## src/rtl/tanh_lut_writer.sv

```systemverilog
// Loads the tanh lookup table into RAM from a valid/ready word stream, then verifies the
// trailing checksum and (optionally) table monotonicity before declaring the table usable.
module tanh_lut_writer #(
    parameter int AW         = 10,
    parameter int DW         = 16,
    parameter bit CHECK_MONO = 1'b1
) (
    input  logic          clk,
    input  logic          rst,
    input  logic          start,
    input  logic          abort,
    input  logic          s_valid,
    input  logic [DW-1:0] s_data,
    output logic          s_ready,
    output logic          mem_we,
    output logic [AW-1:0] mem_addr,
    output logic [DW-1:0] mem_wdata,
    output logic          busy,
    output logic          done,
    output logic          table_valid,
    output logic          error,
    output logic [1:0]    err_code
);

    typedef enum logic [2:0] {
        S_IDLE,
        S_LOAD,
        S_CHECK,
        S_DONE,
        S_ERROR
    } state_t;

    localparam logic [AW-1:0] LAST_ADDR = '1;

    state_t                state_q, state_d;
    logic [AW-1:0]         cnt_q, cnt_d;
    logic [DW-1:0]         sum_q, sum_d;
    logic signed [DW-1:0]  prev_q, prev_d;
    logic                  mono_q, mono_d;
    logic                  mem_we_q, mem_we_d;
    logic [AW-1:0]         mem_addr_q, mem_addr_d;
    logic [DW-1:0]         mem_wdata_q, mem_wdata_d;
    logic                  done_q, done_d;
    logic                  table_valid_q, table_valid_d;
    logic                  error_q, error_d;
    logic [1:0]            err_code_q, err_code_d;

    logic                  hs;
    logic                  fail_sum;
    logic                  fail_mono;

    // Ready depends only on the state, so a producer never waits on its own valid.
    assign s_ready = (state_q == S_LOAD) || (state_q == S_CHECK);
    assign busy    = s_ready;
    assign hs      = s_valid && s_ready;

    always_comb begin
        state_d       = state_q;
        cnt_d         = cnt_q;
        sum_d         = sum_q;
        prev_d        = prev_q;
        mono_d        = mono_q;
        mem_we_d      = 1'b0;
        mem_addr_d    = mem_addr_q;
        mem_wdata_d   = mem_wdata_q;
        done_d        = 1'b0;
        table_valid_d = table_valid_q;
        error_d       = error_q;
        err_code_d    = err_code_q;
        fail_sum      = 1'b0;
        fail_mono     = 1'b0;

        case (state_q)
            S_LOAD: begin
                if (abort) begin
                    state_d       = S_IDLE;
                    table_valid_d = 1'b0;
                    error_d       = 1'b0;
                    err_code_d    = 2'b00;
                end else if (hs) begin
                    mem_we_d    = 1'b1;
                    mem_addr_d  = cnt_q;
                    mem_wdata_d = s_data;
                    sum_d       = sum_q + s_data;
                    if ((cnt_q != '0) && ($signed(s_data) < prev_q)) begin
                        mono_d = 1'b1;
                    end
                    prev_d = $signed(s_data);
                    cnt_d  = cnt_q + AW'(1);
                    if (cnt_q == LAST_ADDR) begin
                        state_d = S_CHECK;
                    end
                end
            end
            S_CHECK: begin
                if (abort) begin
                    state_d       = S_IDLE;
                    table_valid_d = 1'b0;
                    error_d       = 1'b0;
                    err_code_d    = 2'b00;
                end else if (hs) begin
                    // The checksum word is consumed here and never reaches the RAM.
                    fail_sum  = (s_data != sum_q);
                    fail_mono = mono_q && CHECK_MONO;
                    if (!fail_sum && !fail_mono) begin
                        state_d       = S_DONE;
                        done_d        = 1'b1;
                        table_valid_d = 1'b1;
                    end else begin
                        state_d    = S_ERROR;
                        error_d    = 1'b1;
                        err_code_d = {fail_mono, fail_sum};
                    end
                end
            end
            default: begin
                if (start) begin
                    state_d       = S_LOAD;
                    table_valid_d = 1'b0;
                    error_d       = 1'b0;
                    err_code_d    = 2'b00;
                    cnt_d         = '0;
                    sum_d         = '0;
                    mono_d        = 1'b0;
                end
            end
        endcase
    end

    always_ff @(posedge clk) begin
        if (rst) begin
            state_q       <= S_IDLE;
            cnt_q         <= '0;
            sum_q         <= '0;
            prev_q        <= '0;
            mono_q        <= 1'b0;
            mem_we_q      <= 1'b0;
            mem_addr_q    <= '0;
            mem_wdata_q   <= '0;
            done_q        <= 1'b0;
            table_valid_q <= 1'b0;
            error_q       <= 1'b0;
            err_code_q    <= 2'b00;
        end else begin
            state_q       <= state_d;
            cnt_q         <= cnt_d;
            sum_q         <= sum_d;
            prev_q        <= prev_d;
            mono_q        <= mono_d;
            mem_we_q      <= mem_we_d;
            mem_addr_q    <= mem_addr_d;
            mem_wdata_q   <= mem_wdata_d;
            done_q        <= done_d;
            table_valid_q <= table_valid_d;
            error_q       <= error_d;
            err_code_q    <= err_code_d;
        end
    end

    assign mem_we      = mem_we_q;
    assign mem_addr    = mem_addr_q;
    assign mem_wdata   = mem_wdata_q;
    assign done        = done_q;
    assign table_valid = table_valid_q;
    assign error       = error_q;
    assign err_code    = err_code_q;

endmodule
```

## config.mk

```make
export PLATFORM = sky130hd
export DESIGN_NAME = tanh_lut_writer
export DESIGN_NICKNAME = d
export VERILOG_FILES = /design/src/rtl/tanh_lut_writer.sv
export SDC_FILE = /design/constraint.sdc
export NUM_CORES = 1
export LEC_CHECK = 0
export ABC_CLOCK_PERIOD_IN_PS = 2800
export BUFFER_PORTS_ARGS = -buffer_cell sky130_fd_sc_hd__buf_2
export CORE_UTILIZATION = 30
export CTS_CLUSTER_DIAMETER = 60
export CTS_CLUSTER_SIZE = 20
export DETAILED_ROUTE_END_ITERATION = 10
export GPL_TIMING_DRIVEN = 0
export SETUP_SLACK_MARGIN = 0.3
export SYNTH_ARGS = -nofsm -noshare
export SYNTH_HDL_FRONTEND = slang
export SYNTH_SLANG_ARGS = --single-unit
```

## constraint.sdc

```tcl
create_clock -name clk -period 2.8 [get_ports clk]
set_input_delay 0.28 -clock clk [delete_from_list [all_inputs] [get_ports clk]]
set_output_delay 0.28 -clock clk [all_outputs]
set_load 0.005 [all_outputs]
```

==> results.cfg <==
[yosys]
synth_edf_count = 0
postSynthRegisterBits = 62
synth_area_um2 = 3630
avgSynthCellArea_um2 = 8.18
netlist-cell-type-count = 54
synth-warning-count = 0
syn-num-nets = 498
yosys_most_used_dff = sky130_fd_sc_hd__dfxtp_1
sequential_share_of_the_synthesized_area = 0.342
postSynthCellCount = 444
postSynth.asyncResetShare = 0

[critical_path]
reg2reg_to = sum_q[12]
critical_path.slowest_cell = sky130_fd_sc_hd__fa_1
timing.critical_path.fanout_max = 3
worstSetupEndpointType = register
timing.rr.start = sum_q[0]
timing.critical_path.max_delay_family = compound AO/OA/AOI/OAI gates
cp_num_buf_inv = 0
worstRegToRegCells = 8
cp-start-kind = register
worstPathCellList = ha_1 > fa_1 > a211oi_2 > o21bai_1 > a21oi_2 > o21bai_1 > a211o_1 > a32o_1
r2r_setup_slack_ps = 440
crit_path_frequent_cell = sky130_fd_sc_hd__o21bai_1
critical-path-max-stage-delay_ps = 460
data_arrival_time_of_the_critical_path_ps = 2590
worstPathRequired_ps = 3020
crit_type = reg -> reg

[clock_network]
clkSlewWorstSetupHoldPaths_ps = 50
holdBufCountCts = 0
cts_buffers = 9
cts_tree = done
insertion_delay_ps = 330
clock-sinks = 62
clk_path_buf_depth = 2
clk_root_buffer_cell = sky130_fd_sc_hd__clkbuf_16
htree_levels = 3

[placement]
globalplace.congestion = 0.842
placement.io_buffers = 54
place.detailed.hpwl_um = 7060
place_worst_setup_slack_ps = 227
dpl_cell_area_um2 = 4080

[die]
die_area_um2 = 12500
core.rowCount = 39
start_util = 0.313
design.core.area_um2 = 11600
die_width_um = 112
die_height_um = 112
i_o_pin_count = 55

[power]
vdd.ir_drop.worst_mv = 0.272
total_leakage_power_nw = 1.78
power.density_cell_area_nw_per_um2 = 650

[min_path]
worst_hold_path.endpoint = mem_wdata[0]
hold_class = in -> reg
hold_start = s_data[0]
whs_path_depth = 3

[global_route]
grt_pass1_wl_um = 15600
number_of_global_route_vias_before_repair = 3272
overflow = 0
grt_max_degree = 11
initial_antenna_violation_count = 0
track_usage = 0.156

[sta]
fmax_mhz = 423
timing.clock.skew_ps = 6.49
worst-slew-pin-transition_ps = 599
final-max-slew-violation-count = 0
setup_violations = 0
rsz0062_at_grt = false
finalHoldViolations = 0
timing.slew.headroom = 0.601
fin_crit_sh = 0.843
totalNegativeSetupSlack_ps = 0
post-route-worst-setup-slack_ps = 438
timing.final.crit_period_ps = 2360

[cells_and_area]
final_layout_size_suffix_gt1_frac = 0.179
final_cell_area_um2 = 4400
syn_to_final_growth_pct = 21.2
utilization = 0.379
most_common_library_cell_in_the_layout_ignoring_fill_and_taps = sky130_fd_sc_hd__nand2_1
layout_common_cells = sky130_fd_sc_hd__nand2_1 (72), sky130_fd_sc_hd__dfxtp_1 (62), sky130_fd_sc_hd__buf_2 (61)
n_antenna_cell = 0
final_net_count = 564

[route]
drt_wl_total_um = 9170
drt_iter0_drc = 181
antenna_violating_nets_post_route = 0
firstDrtPassIters = 7
wl_per_cell_um = 13.9
remaining_drc_errors = 4
via_density_per_instance = 5.12
vias = 3372

[outcome]
failed_checks = DRC
run_status = complete, but fails checks

[run]
drv.max_cap_violation_count = 0
-- report_power, final --
part	switching (mW)	total [mW]	internal [mW]
logic	0.454	0.756	0.301
registers	0.0344	0.974	0.940
clock network	0.395	1.13	0.736
-- timing repair --
item                                    in CTS  in global routing
setup buffers                                0                  1
endpoints found under the setup margin       0                  1
gates resized for setup                      0                  2
-- worst reg2reg max path: cells and delay by family, from the launching register on --
kind | cells | cell delay (ps)
DFF | 1 | 310
adders and majority gates | 2 | 680
AOI/OAI and AO/OA | 6 | 1280
-- cells in the mapped netlist (all sizes together) (3+ instances only) --
library cell,number,share of area
nand2,73,0.076
dfxtp,62,0.34
a21oi,46,0.063
nor2,37,0.039
ha,32,0.11
inv,23,0.024
o21ai,17,0.023
xnor2,15,0.036
nor3b,12,0.025
clkbuf,11,0.011
buf,10,0.015
a22oi,9,0.019
nor3,9,0.012
a211oi,8,0.018
a21o,7,0.014
nand2b,7,0.012
nor4,6,0.012
nor4b,6,0.018
nand3,5,0.0083
o21bai,5,0.010
a31oi,4,0.0069
mux2i,4,0.011
a32oi,3,0.0072
nand4,3,0.0052
nor2b,3,0.0052
o211ai,3,0.0076
o21a,3,0.0062
xor2,3,0.0072
-- metrics by stage --
stage / total power, mW / instances / hold WS (ps)
after floorplan: 1.52 / 444 / 416
after global placement: 1.72 / 641 / 442
after detailed placement: 1.74 / 641 / 446
after CTS: 2.88 / 657 / 208
after global routing: 3.04 / 658 / 218
final: 2.86 / 658 / 215
-- flip-flops by register name (all words and copies together) (netlist names) --
signal and cells:
mem_wdata 16, sum_q 16, cnt_q 10, mem_addr 10, state_q 3, err_code 2, done 1, error 1
mem_we 1, mono_q 1, table_valid 1
-- worst max path at each step --
| stage | cells past startpoint | from | slack [ps] | endpoint |
|---|---|---|---|---|
| after floorplan | 8 | sum_q[0] | 600 | sum_q[12] |
| after global placement | 9 | s_data[0] | 260 | sum_q[12] |
| after detailed placement | 9 | s_data[0] | 230 | sum_q[12] |
| after CTS | 8 | sum_q[0] | 350 | sum_q[12] |
| after global routing | 8 | sum_q[0] | 310 | sum_q[12] |
| final | 8 | sum_q[0] | 440 | sum_q[12] |
-- metal layers --
layer	routed length, µm	vias to the layer above	global-route usage
li1	-	1698	-
met1	4240	1613	0.191
met2	4470	49	0.266
met3	326	12	0.0381
met4	134	0	0.0524
met5	0	-	0
-- final cells by class --
cell class	count	area, µm²
clock inverters	3	42.5
clock buffers	13	260
flip-flops and latches	62	1240
plain buffers	21	95.1
inverters	23	86.3
multi-input cells	338	2220
repair buffers	55	278
well taps	143	179
fillers	1211	7220
-- cells by family (layout without fill, tap and decap cells) --
kind of cell,after synthesis,count (layout),share of synthesized area
and+or+nand+nor,171,171,0.240
AOI/OAI and AO/OA,112,112,0.198
adders and majority gates,33,33,0.116
xor gates and xnor gates,18,18,0.0434
DFF,62,62,0.342
buffers and inverters,44,115,0.0500
muxes,4,4,0.0110
Note: power is estimated with default switching activity, not from simulation.
